<file path="src/rtl/sprite_motion_ctrl.sv">
// sprite_motion_ctrl
// Per-frame sprite controller feeding the palette-ROM sprite renderer.
// Moves the sprite in a bouncing diagonal and runs a timed "pop" animation
// (alternate image for POP_FRAMES frames, then a COOLDOWN_FRAMES lockout).
// All outputs update only on the edge that ends the frame-tick cycle
// (hcount == 0, vcount == SCREEN_H). This keeps the renderer's view constant
// for the whole active region.
//
// Ports
//   pixel_clk_in   : single clock, rising edge
//   rst_in         : asynchronous active-low reset
//   hcount_in[10:0]: current pixel column
//   vcount_in[9:0] : current line
//   move_en_in     : move the sprite at each frame tick when high
//   pop_req_in     : single-cycle pop request
//   x_out[10:0]    : sprite left edge
//   y_out[9:0]     : sprite top edge
//   pop_out        : 1 = base image, 0 = popped image
//   frame_tick_out : one-cycle pulse coincident with every output update
module sprite_motion_ctrl #(
  parameter int SCREEN_W        = 1280,
  parameter int SCREEN_H        = 720,
  parameter int SPRITE_W        = 256,
  parameter int SPRITE_H        = 256,
  parameter int SPEED_X         = 2,
  parameter int SPEED_Y         = 1,
  parameter int POP_FRAMES      = 30,
  parameter int COOLDOWN_FRAMES = 60
) (
  input  logic        pixel_clk_in,
  input  logic        rst_in,
  input  logic [10:0] hcount_in,
  input  logic [9:0]  vcount_in,
  input  logic        move_en_in,
  input  logic        pop_req_in,
  output logic [10:0] x_out,
  output logic [9:0]  y_out,
  output logic        pop_out,
  output logic        frame_tick_out
);

  localparam int XMAX    = SCREEN_W - SPRITE_W;
  localparam int YMAX    = SCREEN_H - SPRITE_H;
  localparam int CNT_MAX = (POP_FRAMES > COOLDOWN_FRAMES) ? POP_FRAMES : COOLDOWN_FRAMES;
  // The counter only ever holds values up to CNT_MAX-1.
  localparam int CW      = (CNT_MAX > 1) ? $clog2(CNT_MAX) : 1;

  typedef enum logic [1:0] {
    IDLE     = 2'd0,
    POPPED   = 2'd1,
    COOLDOWN = 2'd2
  } state_t;

  state_t          state_r;
  logic [CW-1:0]   cnt_r;
  logic            pending_r;
  logic [10:0]     x_r;
  logic [9:0]      y_r;
  logic            dir_x_r;
  logic            dir_y_r;
  logic            pop_r;
  logic            tick_r;

  logic            tick_s;
  logic            move_s;
  logic [11:0]     x_sum_s;
  logic [10:0]     y_sum_s;
  logic [10:0]     x_nxt_s;
  logic [9:0]      y_nxt_s;
  logic            dir_x_nxt_s;
  logic            dir_y_nxt_s;

  assign tick_s = (hcount_in == 11'd0) && (vcount_in == 10'(SCREEN_H));
  // Movement is frozen for every tick that starts in POPPED, including the
  // tick that leaves it.
  assign move_s = move_en_in && (state_r != POPPED);

  // Next X position and direction. The sum is one bit wider so it cannot wrap.
  always_comb begin
    x_sum_s     = {1'b0, x_r} + 12'(SPEED_X);
    x_nxt_s     = x_r;
    dir_x_nxt_s = dir_x_r;
    if (dir_x_r && (x_sum_s >= 12'(XMAX))) begin
      x_nxt_s     = 11'(XMAX);
      dir_x_nxt_s = 1'b0;
    end else if (dir_x_r) begin
      x_nxt_s     = x_sum_s[10:0];
      dir_x_nxt_s = 1'b1;
    end else if (x_r <= 11'(SPEED_X)) begin
      x_nxt_s     = 11'd0;
      dir_x_nxt_s = 1'b1;
    end else begin
      x_nxt_s     = x_r - 11'(SPEED_X);
      dir_x_nxt_s = 1'b0;
    end
  end

  // Next Y position and direction, same rule as X.
  always_comb begin
    y_sum_s     = {1'b0, y_r} + 11'(SPEED_Y);
    y_nxt_s     = y_r;
    dir_y_nxt_s = dir_y_r;
    if (dir_y_r && (y_sum_s >= 11'(YMAX))) begin
      y_nxt_s     = 10'(YMAX);
      dir_y_nxt_s = 1'b0;
    end else if (dir_y_r) begin
      y_nxt_s     = y_sum_s[9:0];
      dir_y_nxt_s = 1'b1;
    end else if (y_r <= 10'(SPEED_Y)) begin
      y_nxt_s     = 10'd0;
      dir_y_nxt_s = 1'b1;
    end else begin
      y_nxt_s     = y_r - 10'(SPEED_Y);
      dir_y_nxt_s = 1'b0;
    end
  end

  // Position, pop FSM, pending flag and tick pulse, all advanced at the frame tick.
  always_ff @(posedge pixel_clk_in or negedge rst_in) begin
    if (!rst_in) begin
      state_r   <= IDLE;
      cnt_r     <= '0;
      pending_r <= 1'b0;
      x_r       <= 11'd0;
      y_r       <= 10'd0;
      dir_x_r   <= 1'b1;
      dir_y_r   <= 1'b1;
      pop_r     <= 1'b1;
      tick_r    <= 1'b0;
    end else begin
      tick_r <= tick_s;
      if (tick_s) begin
        if (move_s) begin
          x_r     <= x_nxt_s;
          y_r     <= y_nxt_s;
          dir_x_r <= dir_x_nxt_s;
          dir_y_r <= dir_y_nxt_s;
        end
        case (state_r)
          IDLE: begin
            // A request in the tick cycle itself is honoured at this tick.
            if (pending_r || pop_req_in) begin
              state_r   <= POPPED;
              pop_r     <= 1'b0;
              cnt_r     <= CW'(POP_FRAMES - 1);
              pending_r <= 1'b0;
            end
          end
          POPPED: begin
            pending_r <= 1'b0;
            if (cnt_r == '0) begin
              state_r <= COOLDOWN;
              pop_r   <= 1'b1;
              cnt_r   <= CW'(COOLDOWN_FRAMES - 1);
            end else begin
              cnt_r <= cnt_r - CW'(1);
            end
          end
          COOLDOWN: begin
            pending_r <= 1'b0;
            if (cnt_r == '0) begin
              state_r <= IDLE;
            end else begin
              cnt_r <= cnt_r - CW'(1);
            end
          end
          default: begin
            state_r   <= IDLE;
            pop_r     <= 1'b1;
            cnt_r     <= '0;
            pending_r <= 1'b0;
          end
        endcase
      end else if ((state_r == IDLE) && pop_req_in) begin
        // Requests outside the tick are remembered only while idle.
        pending_r <= 1'b1;
      end
    end
  end

  assign x_out          = x_r;
  assign y_out          = y_r;
  assign pop_out        = pop_r;
  assign frame_tick_out = tick_r;

endmodule
</file>
<file path="config.mk">
export PLATFORM = sky130hd
export DESIGN_NAME = sprite_motion_ctrl
export DESIGN_NICKNAME = d
export VERILOG_FILES = /design/src/rtl/sprite_motion_ctrl.sv
export SDC_FILE = /design/constraint.sdc
export NUM_CORES = 1
export LEC_CHECK = 0
export BUFFER_PORTS_ARGS = -buffer_cell sky130_fd_sc_hd__buf_2
export CORE_MARGIN = 3
export CORE_UTILIZATION = 45
export DETAILED_ROUTE_END_ITERATION = 10
export GPL_TIMING_DRIVEN = 0
export PLACE_DENSITY_LB_ADDON = 0.1
export SLEW_MARGIN = 10
export SYNTH_ARGS = -nofsm -noshare
export SYNTH_HDL_FRONTEND = slang
export SYNTH_SLANG_ARGS = --single-unit
</file>
<file path="constraint.sdc">
create_clock -name pixel_clk_in -period 3.5 [get_ports pixel_clk_in]
set_input_delay 0.175 -clock pixel_clk_in [delete_from_list [all_inputs] [get_ports pixel_clk_in]]
set_output_delay 0.175 -clock pixel_clk_in [all_outputs]
set_load 0.005 [all_outputs]
</file>
# After elaboration in Yosys (flattened, before gate mapping)
# Index checks and enable logic that the tools add are counted.
# totals
reg_bits	34
word_cells	69
input_bits	25
# op_classes
n_mux	26
magnitude_cmp	4
n_reduce_logical	15
bitwise_logic	1
n_addsub	5
n_eq_ne	9
# op_table
cell	n
2-to-1 mux 11 bit	3
2-to-1 mux 10 bit	3
2-to-1 mux 6 bit	3
case mux 6 bit (3 select lines)	1
adder 11 x 2 -> 12 bit, second input constant	1
greater-or-equal comparator 12 x 11 -> 1 bit, second input constant	1
adder 10 x 1 -> 11 bit, second input constant	1
greater-or-equal comparator 11 x 9 -> 1 bit, second input constant	1
<= comparator 11 x 2 -> 1 bit, second input constant	1
zero test 11 bit	1
2-to-1 mux 1 bit	11
subtractor 11 x 2 -> 11 bit, second input constant	1
== test 10 bit, second input constant	1
<= comparator 10 x 1 -> 1 bit, second input constant	1
subtractor 10 x 1 -> 10 bit, second input constant	1
inequality test 2 bit, second input constant	4
AND reduction 4 bit	2
zero test 6 bit	1
2-to-1 mux 2 bit	3
case mux 2 bit (3 select lines)	1
subtractor 6 x 1 -> 6 bit, second input constant	1
logical AND 1 bit	5
AND reduction 2 bit	2
inequality test 3 bit, second input constant	1
other kinds (9)	9

# Logic depth before layout (Yosys ltp)
# Gate-level depths: netlist (run 1).
# logic_depth
depth_word	4
depth_mapped	9
ltp_nobuf	8

# Least setup slack after synthesis (run 1)
# OpenSTA, ideal clock, no wires.
# synth_path
path_kind	flip-flop to flip-flop
from	register y_r[5] (netlist: y_out[5])
to	register y_r[7] (netlist: y_out[7])
path_stages_with_launch	7
synth_period_minus_slack_ps	2272
arrival_time_ps	2141
t_required_ps	3369
slack_ps	1228
path_cell_list	dfrtp_1 -> or3_1 -> clkbuf_1 -> o41ai_4 -> nor2_1 -> o31a_1 -> or3_1
# synth_via
elab_chain_cells	4
word_cells_on_any_way	8
# synth_lines
element	line_no	rtl
from (decl)	58	logic [9:0] y_r;
from (signal assigned)	135	y_r <= y_nxt_s;
adder 10 x 1 -> 11 bit, or another cell as far along	100	y_sum_s = {1'b0, y_r} + 11'(SPEED_Y);
greater-or-equal comparator 11 x 9 -> 1 bit / 2-to-1 mux 10 bit (equally long branches)	103, 109	
logical AND 1 bit / 2-to-1 mux 10 bit (equally long branches)	103, 106	
2-to-1 mux 10 bit (*)	103	if (dir_y_r && (y_sum_s >= 11'(YMAX))) begin
# Mark *: on every way between the ends. The rest lies on a longest branch, timed or not.
# A chain may end at the register's enable or synchronous reset.

# Worst setup path in the final report (run 1)
# layout_path
from	register y_r[0] (netlist: y_out[0])
to	register y_r[7] (netlist: y_out[7])
# The elaborated chain is that of the path after synthesis.

==> results.py, run 1 <==
metrics = {
    "synthesis": {
        "dominant_combinational_cell_family_by_area_after_synthesis": "simple AND/OR/NAND/NOR gates",
        "synth_simple_gate_area_share_pct": 26.6,
        "yosys_reg_bits": 33,
        "synthDominantAreaCellType": "sky130_fd_sc_hd__dfrtp_1",
        "adder_cell_share_of_the_synthesized_area_pct": 3.91,
        "yosys_warnings": 0,
        "netlist.area_leader.share_pct": 30.1,
        "compound_cell_area_share_of_the_yosys_netlist_pct": 26.5,
        "synthesis.instances": 315,
        "synth_most_common_cell": "sky130_fd_sc_hd__nor2_1",
        "post_synth_mux_area_share_pct": 1.20,
        "cell_types_occupying_the_most_area_after_synthesis": "sky130_fd_sc_hd__dfrtp_1 30%, sky130_fd_sc_hd__o21ai_0 5.6%, sky130_fd_sc_hd__nor2_1 5.0%",
        "yosys-top-cells-count": "33 x sky130_fd_sc_hd__nor2_1, 30 x sky130_fd_sc_hd__dfrtp_1, 28 x sky130_fd_sc_hd__o21ai_0, 26 x sky130_fd_sc_hd__nand2_1, 22 x sky130_fd_sc_hd__a21oi_1",
        "synth_async_sr_flop_share_pct": 100,
        "post_synth_xor_xnor_area_pct": 2.46,
        "mean_instance_size_in_the_synthesized_netlist_um2": 7.92,
        "synthDistinctLibCells": 58,
        "ys.flop_type": "sky130_fd_sc_hd__dfrtp_1",
        "synth_fp_nets": 347,
        "synth_edf_count": 0,
        "synth_sequential_area_ratio_pct": 33.2,
        "syn_area_um2": 2490,
    },
    "global_route": {
        "grt.total_usage_pct": 21.2,
        "first_global_vias": 2336,
        "grt_pass1_wl_um": 10900,
        "overflow": 0,
        "grt_antenna_before_repair": 0,
        "grt_start_max_net_pins": 34,
    },
    "pwr": {
        "power.share.clock_pct": 48.1,
        "p_comb_share_pct": 3.0,
        "power.sequential.fraction_pct": 48.9,
        "net_sw_share_pct": 22.3,
        "switching_power_w": 0.000174,
        "power.density_cell_area_nw_per_um2": 266,
        "vdd.ir_drop.worst_mv": 0.195,
        "cellLeakagePower_nw": 1.24,
        "internal-power_w": 0.000606,
        "total_power_w": 0.000780,
    },
    "sta": {
        "period_needed_ns": 2.68,
        "final_setup_tns_ns": 0,
        "grt_setup_unrepaired": "no",
        "clock-skew-final_ns": 0.0116,
        "setup_viol": 0,
        "timing_hold_violations_final": 0,
        "slew_headroom_pct": 46.1,
        "slew_viol_final": 0,
        "maxClockFrequency_ghz": 0.373,
        "min_period_over_period_pct": 76.7,
        "tightestPinTransition_ns": 0.801,
        "final_critical_path_setup_slack_ns": 0.816,
    },
    "final_layout": {
        "syn2layout_area_growth_pct": 17.8,
        "n_fill_cell": 493,
        "drive_gt1_share_pct": 18.6,
        "layout.cells.non_filler": 440,
        "nNetsFinal": 401,
        "utilization_pct": 56.1,
        "antenna-diode-count": 0,
    },
    "floorplan": {
        "die_x_um": 80.5,
        "placementRows": 26,
        "core_area_um2": 5240,
        "die_h_um": 80.5,
        "initial_utilization_pct": 47.6,
        "pin_count": 48,
        "die_area_um2": 6470,
    },
    "placement": {
        "globalplace.congestion": 0.893,
        "detailedPlacementHpwl_um": 4680,
        "numPlacedInstances": 431,
        "placement.setup.worst_slack_ns": 0.854,
        "place.port_buffers": 46,
    },
    "worst_setup_path": {
        "worst_path_max_delay_cell": "sky130_fd_sc_hd__mux2i_1",
        "worstRegToRegCells": 7,
        "crit_path_frequent_cell": "sky130_fd_sc_hd__clkbuf_1",
        "critical_path.max_stage_delay_ns": 0.42,
        "worstSetupEndpointType": "flop",
        "sequence_of_cells_on_the_critical_path": "clkbuf_1 > and3_1 > clkbuf_1 > nand4_1 > mux2i_1 > a21oi_1 > or3_1",
        "timing.critical_path.fanout_max": 10,
        "timing.critical_path.required_ns": 3.66,
        "worst-setup-path-type": "reg -> reg",
        "critical_path_launch_point_type": "flop",
        "critical_path_arrival_ns": 2.85,
    },
    "clock_tree": {
        "htreeDepth": 2,
        "tritoncts": "yes",
        "library_cell_used_as_clock_root_buffer": "sky130_fd_sc_hd__clkbuf_8",
        "clkSlewWorstSetupHoldPaths_ns": 0.08,
        "cts_buffers": 5,
        "cts-root-to-sink-buffers": 2,
        "clock_latency_ns": 0.30,
        "post_cts_buffers": 0,
        "clock-sinks": 33,
    },
    "min_path": {
        "hold-path-cell-count": 3,
        "holdCritPathClass": "in -> reg",
    },
    "routing": {
        "first_pass_iters": 5,
        "route.detailed.vias_per_inst": 5.82,
        "detail-route-antenna-nets": 0,
        "route.detailed.wl_per_inst_um": 14.6,
        "routed_wl_um": 6400,
        "drt_first_iter_violations": 113,
        "detailroute.via_count": 2560,
        "drc": 0,
    },
    "job": {
        "timing.max_cap.violations": 0,
    },
    "outcome": {
        "status": "complete, no violations",
    },
}
[flip-flops by register name, indices dropped and copies added (netlist names)]
register and flops:
dir_y_r 1, cnt_r 6, pop_out 1, frame_tick_out 1, x_out 10, y_out 10, dir_x_r 1, state_r 2
pending_r 1
[worst max-delay path, delay by kind of cell (launching register included)]
kind | cells | cell delay [ns]
DFF | 1 | 0.40
muxes | 1 | 0.42
and+or+nand+nor | 3 | 0.81
AOI/OAI and AO/OA | 1 | 0.26
buffers and inverters | 2 | 0.66
[per-stage QoR]
stage | hold slack [ns] | cell area, µm²
after global placement | 0.299 | 2810
after detailed placement | 0.301 | 2810
after CTS | 0.139 | 2940
after global routing | 0.150 | 2940
final | 0.134 | 2940
after floorplan | -0.121 | 2490
[path summary, 6_finish.rpt]
check	end	from	slack, ns
worst max-delay path	y_out[7]$_DFFE_PN0P_	y_out[0]$_DFFE_PN0P_	0.82
worst min-delay path	pending_r$_DFFE_PN0P_	pop_req_in	0.13
worst max register to register	y_out[7]$_DFFE_PN0P_	y_out[0]$_DFFE_PN0P_	0.82
max in group asynchronous	y_out[4]$_DFFE_PN0P_	rst_in	2.52
worst min register to register	pending_r$_DFFE_PN0P_	pending_r$_DFFE_PN0P_	0.52
min in group asynchronous	y_out[3]$_DFFE_PN0P_	rst_in	0.49
[area by class of cell]
class                   count  area (µm²)  share of cell area (%)
clock buffers               5        68.8                    2.34
multi-input cells         246        1520                    51.7
well taps                  70        87.6                    2.98
repair buffers             47         240                    8.18
plain buffers              22        95.1                    3.24
flip-flops and latches     33         830                    28.2
inverters                  14        52.6                    1.79
clock inverters             3        46.3                    1.58
[power groups by stage]
stage            logic, W  clock network, W  registers, W
2_1_floorplan  0.00000286                 0      0.000389
3_3_place_gp    0.0000235                 0      0.000389
3_5_place_dp    0.0000239                 0      0.000389
4_1_cts         0.0000245          0.000381      0.000381
5_1_grt         0.0000276          0.000398      0.000381
6_report        0.0000237          0.000375      0.000381
[layer usage]
| layer | vias up | part of all wire (%) | GRT usage [%] |
|---|---|---|---|
| li1 | 1275 | - | - |
| met5 | - | 0 | 0 |
| met2 | 94 | 46 | 33.0 |
| met1 | 1184 | 46 | 29.6 |
| met3 | 7 | 6.1 | 3.70 |
| met4 | 0 | 1.1 | 7.09 |
[cells by family (layout without fill, tap and decap cells)]
| logic type | Yosys count | count (layout) |
|---|---|---|
| buffers and inverters | 36 | 91 |
| other | 1 | 1 |
| XOR/XNOR | 7 | 7 |
| AO/OA/AOI/OAI | 99 | 99 |
| multiplexers | 3 | 3 |
| AND/OR/NAND/NOR | 128 | 128 |
| adder cells (fa/ha/maj) | 8 | 8 |
| flip-flops | 33 | 33 |
[repair_timing]
| item | in CTS | in global routing |
|---|---|---|
| hold buffers | 1 | 0 |
| hold endpoints to repair | 30 | 0 |
| setup endpoints to repair | 0 | 0 |
| gates resized for setup | 0 | 0 |
[layout by cell type (no fill, tap or decap), drive strengths merged, types with 9 or more instances in the layout]
cell	instances
a21oi	22
buf	51
clkbuf	22
dfrtp	30
inv	14
nand2	26
nand3	9
nor2	33
nor3	11
o21ai	28
No activity file was read; power rests on OpenSTA's default activity.
==> run 2, diff against run 1 <==
clock period = 2.2 ns   (was 3.5 ns; I/O delays follow)
==> run 2 against run 1 <==
  * Routed wire length grew 7.2%
  * Critical path depth is the same
  * Final cell count grew 1.6%
  * Total power grew 60%
  * Register-to-register slack lost 0.75 ns
  * Setup slack lost 0.75 ns
  * Combinational power grew 61%
  * Core utilization grew 4.2 points
  * Critical endpoint is now x_out[3]$_DFFE_PN0P_
  * Largest power group unchanged
==> results.py, run 2 (same netlist as run 1, synthesis figures left out) <==
metrics = {
    "worst_setup_path": {
        "worst-r2r-setup-slack_ns": 0.07,
        "timing.critical_path.fanout_max": 8,
        "critical_path.max_stage_delay_ns": 0.60,
        "worstSetupEndpointType": "flop",
        "critical_path_arrival_ns": 2.31,
        "critical-path-top-delay-family": "simple AND/OR/NAND/NOR gates",
        "worstRegToRegCells": 7,
        "timing.critical_path.to": "x_out[3]$_DFFE_PN0P_",
        "r2r_start": "x_out[7]$_DFFE_PN0P_",
        "worst_path_max_delay_cell": "sky130_fd_sc_hd__or4_1",
        "worstPathBufferInverterCount": 1,
        "critical_path_depth": 7,
        "worst_setup_path_startpoint": "x_out[7]$_DFFE_PN0P_",
        "critical_path_launch_point_type": "flop",
        "sequence_of_cells_on_the_critical_path": "or4_1 > nor3_4 > mux2i_2 > nor2_2 > buf_4 > o21ai_0 > a22o_1",
        "timing.rr.end": "x_out[3]$_DFFE_PN0P_",
        "timing.critical_path.required_ns": 2.38,
        "worst-setup-path-type": "reg -> reg",
    },
    "placement": {
        "detailedPlacementHpwl_um": 4750,
        "placement.setup.worst_slack_ns": -0.422,
        "place.port_buffers": 46,
        "globalplace.congestion": 0.891,
    },
    "sta": {
        "period_needed_ns": 2.13,
        "tightestPinTransition_ns": 0.745,
        "clock-skew-final_ns": 0.00747,
        "setup_viol": 0,
        "slew_headroom_pct": 50.3,
        "worst_hold_margin_ns": 0.101,
        "maxClockFrequency_ghz": 0.470,
        "final_critical_path_setup_slack_ns": 0.0714,
        "slew_viol_final": 0,
        "timing_hold_violations_final": 0,
        "min_period_over_period_pct": 96.8,
    },
    "final_layout": {
        "antenna-diode-count": 0,
        "commonest_non_fill_non_tap_cell_in_the_layout": "sky130_fd_sc_hd__buf_2",
        "syn2layout_area_growth_pct": 26.6,
        "n_fill_cell": 488,
        "layout.cells.most_common_list": "49 x sky130_fd_sc_hd__buf_2, 31 x sky130_fd_sc_hd__nor2_1, 26 x sky130_fd_sc_hd__nand2_1",
        "nNetsFinal": 408,
        "drive_gt1_share_pct": 31.3,
    },
    "pwr": {
        "vdd.ir_drop.worst_mv": 0.325,
        "power.density_cell_area_nw_per_um2": 394,
        "cellLeakagePower_nw": 1.34,
        "total_power_w": 0.00125,
    },
    "global_route": {
        "overflow": 0,
        "grt_antenna_before_repair": 0,
        "grt.total_usage_pct": 22.3,
        "grt_start_max_net_pins": 34,
        "first_global_vias": 2443,
        "grt_pass1_wl_um": 11400,
    },
    "clock_tree": {
        "clock_latency_ns": 0.29,
        "cts_buffers": 5,
        "htreeDepth": 2,
        "cts-root-to-sink-buffers": 2,
        "clock-sinks": 33,
        "clkSlewWorstSetupHoldPaths_ns": 0.07,
        "library_cell_used_as_clock_root_buffer": "sky130_fd_sc_hd__clkbuf_8",
        "tritoncts": "yes",
    },
    "routing": {
        "routed_wl_um": 6860,
        "detailroute.via_count": 2629,
        "detail-route-antenna-nets": 0,
        "route.detailed.vias_per_inst": 5.88,
        "drt_first_iter_violations": 158,
        "first_pass_iters": 5,
        "drc": 0,
        "route.detailed.wl_per_inst_um": 15.4,
    },
    "floorplan": {
        "die_h_um": 80.5,
        "die_x_um": 80.5,
        "initial_utilization_pct": 47.6,
        "pin_count": 48,
        "core_area_um2": 5240,
        "placementRows": 26,
        "die_area_um2": 6470,
    },
    "outcome": {
        "status": "complete, no violations",
    },
    "min_path": {
        "min-delay-start": "pop_req_in",
        "holdCritPathClass": "in -> reg",
    },
    "job": {
        "timing.max_cap.violations": 0,
    },
}
## run 2: repair_timing
item                                    4_1_cts  5_1_grt
cloned                                        0        0
endpoints found under the setup margin       21       21
endpoints found under the hold margin        30        0
hold buffers                                  1        0
buffers inserted                              5        8
gates resized for setup                      25       28
pin swaps                                     2        3
## run 2: through the flow
step	utilization (%)	instances	TNS (ns)	cell area [µm²]
floorplan	-	315	0	2500
finish	60.3	447	0	3160
CTS	58.0	440	0	3040
global placement	53.8	431	-4.08	2820
global route	60.3	447	-0.0720	3160
detailed placement	53.8	431	-4.60	2820
## run 2: worst min path at each step
stage | cells past startpoint | to
after CTS | 3 | pending_r$_DFFE_PN0P_
after global placement | 1 | y_out[0]$_DFFE_PN0P_
final | 3 | pending_r$_DFFE_PN0P_
after floorplan | 0 | cnt_r[0]$_DFFE_PN0P_
after global routing | 3 | pending_r$_DFFE_PN0P_
after detailed placement | 1 | y_out[0]$_DFFE_PN0P_
## run 2: area by class of cell
type	instances	area, µm²	area share (%)
tap	70	87.6	2.77
multi-input combinational	246	1630	51.7
sequential	33	841	26.6
timing repair buffer	60	338	10.7
clock inverter	1	30.0	0.951
buffer	16	88.8	2.81
inverter	14	52.6	1.66
clock buffer	7	86.3	2.73
## run 2: where the power goes
| part | internal, W | switching, W | leakage, nW | total [W] |
|---|---|---|---|---|
| clock | 0.000369 | 0.000231 | 0.0585 | 0.000600 |
| sequential | 0.000607 | 0.0000000158 | 0.412 | 0.000607 |
| combinational | 0.0000188 | 0.0000193 | 0.866 | 0.0000381 |
## run 2: layer usage
| layer | track usage, % | vias to the layer above | routed length (µm) |
|---|---|---|---|
| met4 | 8.78 | 0 | 142 |
| met5 | 0 | - | 0 |
| met3 | 3.92 | 15 | 466 |
| met2 | 36.7 | 92 | 3260 |
| li1 | - | 1291 | - |
| met1 | 28.9 | 1231 | 2990 |
## run 2: worst register-to-register path: stages (launching register included)
cell and delay (ns):
sky130_fd_sc_hd__dfrtp_2 0.46, sky130_fd_sc_hd__or4_1 0.60, sky130_fd_sc_hd__nor3_4 0.23, sky130_fd_sc_hd__mux2i_2 0.14, sky130_fd_sc_hd__nor2_2 0.16, sky130_fd_sc_hd__buf_4 0.16, sky130_fd_sc_hd__o21ai_0 0.09, sky130_fd_sc_hd__a22o_1 0.18
==> run 3, diff against run 2 <==
clock period = 1.9 ns   (was 2.2 ns; I/O delays follow)
==> run 3 against run 2 <==
  * The flow now finishes with violations (negative setup slack)
  * Critical path depth down 1
  * Flip-flop and latch count unchanged
  * Via count up 10%
  * Sequential power up 16%
  * Total power up 16%
  * Register-to-register slack worse by 0.27 ns
  * Maximum frequency up 1.6%
==> results.py, run 3 (same netlist as run 1, synthesis figures left out) <==
metrics = {
    "worst_setup_path": {
        "critical_path_launch_point_type": "flop",
        "worst_path_max_delay_cell": "sky130_fd_sc_hd__o41ai_4",
        "r2r_start": "y_out[3]$_DFFE_PN0P_",
        "timing.rr.end": "y_out[7]$_DFFE_PN0P_",
        "critical_path_arrival_ns": 2.26,
        "timing.critical_path.required_ns": 2.07,
        "worstRegToRegCells": 6,
        "critical_path.max_stage_delay_ns": 0.48,
        "worstPathBufferInverterCount": 1,
        "timing.critical_path.to": "y_out[7]$_DFFE_PN0P_",
        "worst-r2r-setup-slack_ns": -0.19,
        "timing.critical_path.fanout_max": 5,
        "worst_setup_path_startpoint": "y_out[3]$_DFFE_PN0P_",
        "critical_path_depth": 6,
        "critical-path-top-delay-family": "compound AO/OA/AOI/OAI gates",
        "sequence_of_cells_on_the_critical_path": "clkbuf_8 > or2_4 > o41ai_4 > nor2_1 > o31a_1 > or3_1",
        "worstSetupEndpointType": "flop",
        "worst-setup-path-type": "reg -> reg",
    },
    "routing": {
        "routed_wl_um": 8300,
        "route.detailed.vias_per_inst": 5.99,
        "drc": 0,
        "route.detailed.wl_per_inst_um": 17.2,
        "drt_first_iter_violations": 185,
        "detailroute.via_count": 2891,
        "first_pass_iters": 5,
        "detail-route-antenna-nets": 0,
    },
    "outcome": {
        "violated_checks": "negative setup slack",
        "status": "complete, but fails checks",
    },
    "final_layout": {
        "utilization_pct": 72.1,
        "commonest_non_fill_non_tap_cell_in_the_layout": "sky130_fd_sc_hd__buf_2",
        "antenna-diode-count": 0,
        "finish.instance_area_um2": 3780,
        "layout.cells.most_common_list": "47 x sky130_fd_sc_hd__buf_2, 44 x sky130_fd_sc_hd__buf_4, 26 x sky130_fd_sc_hd__nor2_1, 26 x sky130_fd_sc_hd__nand2_1, 17 x sky130_fd_sc_hd__dfrtp_1",
        "layout.cells.non_filler": 483,
        "syn2layout_area_growth_pct": 51.4,
        "drive_gt1_share_pct": 47.2,
        "nNetsFinal": 444,
        "seq_area_um2": 846,
        "combined_area_of_the_multi_input_logic_cells_um2": 1910,
        "n_fill_cell": 386,
    },
    "sta": {
        "slew_viol_final": 0,
        "clock-skew-final_ns": 0.00388,
        "final_critical_path_setup_slack_ns": -0.195,
        "setup_viol": 17,
        "slew_headroom_pct": 49.4,
        "maxClockFrequency_ghz": 0.477,
        "tightestPinTransition_ns": 0.759,
        "min_period_over_period_pct": 110,
        "grt_setup_unrepaired": "yes",
        "timing_hold_violations_final": 0,
        "period_needed_ns": 2.09,
    },
    "clock_tree": {
        "cts-root-to-sink-buffers": 2,
        "htreeDepth": 2,
        "tritoncts": "yes",
        "clock_latency_ns": 0.29,
        "clock-sinks": 33,
        "cts_buffers": 5,
        "library_cell_used_as_clock_root_buffer": "sky130_fd_sc_hd__clkbuf_8",
        "clkSlewWorstSetupHoldPaths_ns": 0.07,
    },
    "global_route": {
        "overflow": 0,
        "grt_antenna_before_repair": 0,
        "first_global_vias": 2680,
        "grt_start_max_net_pins": 34,
        "grt.total_usage_pct": 25.0,
        "grt_pass1_wl_um": 12700,
    },
    "pwr": {
        "cellLeakagePower_nw": 1.61,
        "total_power_w": 0.00144,
        "vdd.ir_drop.worst_mv": 0.308,
        "power.density_cell_area_nw_per_um2": 382,
    },
    "placement": {
        "placement.setup.worst_slack_ns": -0.540,
        "detailedPlacementHpwl_um": 4720,
        "place.port_buffers": 46,
        "globalplace.congestion": 0.897,
        "numPlacedInstances": 431,
        "post_dp_cell_area_um2": 2890,
    },
    "floorplan": {
        "initial_utilization_pct": 47.6,
        "die_h_um": 80.5,
        "core_area_um2": 5240,
        "pin_count": 48,
        "placementRows": 26,
        "die_x_um": 80.5,
        "die_area_um2": 6470,
    },
    "job": {
        "timing.max_cap.violations": 0,
    },
    "min_path": {
        "holdCritPathClass": "in -> reg",
    },
}
## run 3: changes by cell type in the layout (fill, tap and decap cells not counted), sizes merged
cell / before / now
buf: 66 / 101
clkbuf: 16 / 17
## run 3: repair_timing
action                     CTS  global route
resized for setup           63            52
setup buffers               33            18
hold buffers                 1             0
pin swaps                   20            21
hold endpoints to repair    30             0
setup endpoints to repair   30            29
## run 3: layer usage
metal	GRT usage, %	routed length (µm)	vias up
met4	8.78	133	0
met2	41.2	4020	136
met1	33.0	3620	1374
li1	-	-	1367
met3	4.04	524	14
met5	0	0	-
## run 3: area by class of cell
class	count	area share, %
well taps	70	2.32
clock inverters	1	0.795
flip-flops and latches	33	22.4
clock buffers	7	2.29
repair buffers	97	17.3
inverters	14	1.39
multi-input cells	246	50.5
plain buffers	15	3.02
## run 3: through the flow
stage | TNS (ns) | hold WS (ns)
after CTS | -1.66 | 0.0773
after global routing | -3.05 | 0.121
after floorplan | -0.722 | -0.201
after global placement | -9.84 | 0.201
after detailed placement | -10.11 | 0.206
final | -1.68 | 0.0722
## run 3: where the power goes
part	internal (W)	switching (W)	leakage, nW	total, W
registers	0.000702	0.0000000146	0.406	0.000702
clock network	0.000428	0.000269	0.0585	0.000697
logic	0.0000219	0.0000229	1.14	0.0000448
## run 3: worst min-delay path by stage
stage | startpoint | endpoint | slack (ns) | cells after the start
2_1_floorplan | rst_in | cnt_r[0]$_DFFE_PN0P_ | -0.20 | 0
3_3_place_gp | rst_in | y_out[0]$_DFFE_PN0P_ | 0.20 | 1
3_5_place_dp | rst_in | y_out[0]$_DFFE_PN0P_ | 0.21 | 1
4_1_cts | pop_req_in | pending_r$_DFFE_PN0P_ | 0.08 | 3
5_1_grt | pop_req_in | pending_r$_DFFE_PN0P_ | 0.12 | 3
6_report | pop_req_in | pending_r$_DFFE_PN0P_ | 0.07 | 3
## run 3: worst reg2reg max path: stages, from the launching register on
cell                       delay [ns]
sky130_fd_sc_hd__dfrtp_1         0.40
sky130_fd_sc_hd__clkbuf_8        0.15
sky130_fd_sc_hd__or2_4           0.26
sky130_fd_sc_hd__o41ai_4         0.48
sky130_fd_sc_hd__nor2_1          0.08
sky130_fd_sc_hd__o31a_1          0.25
sky130_fd_sc_hd__or3_1           0.35
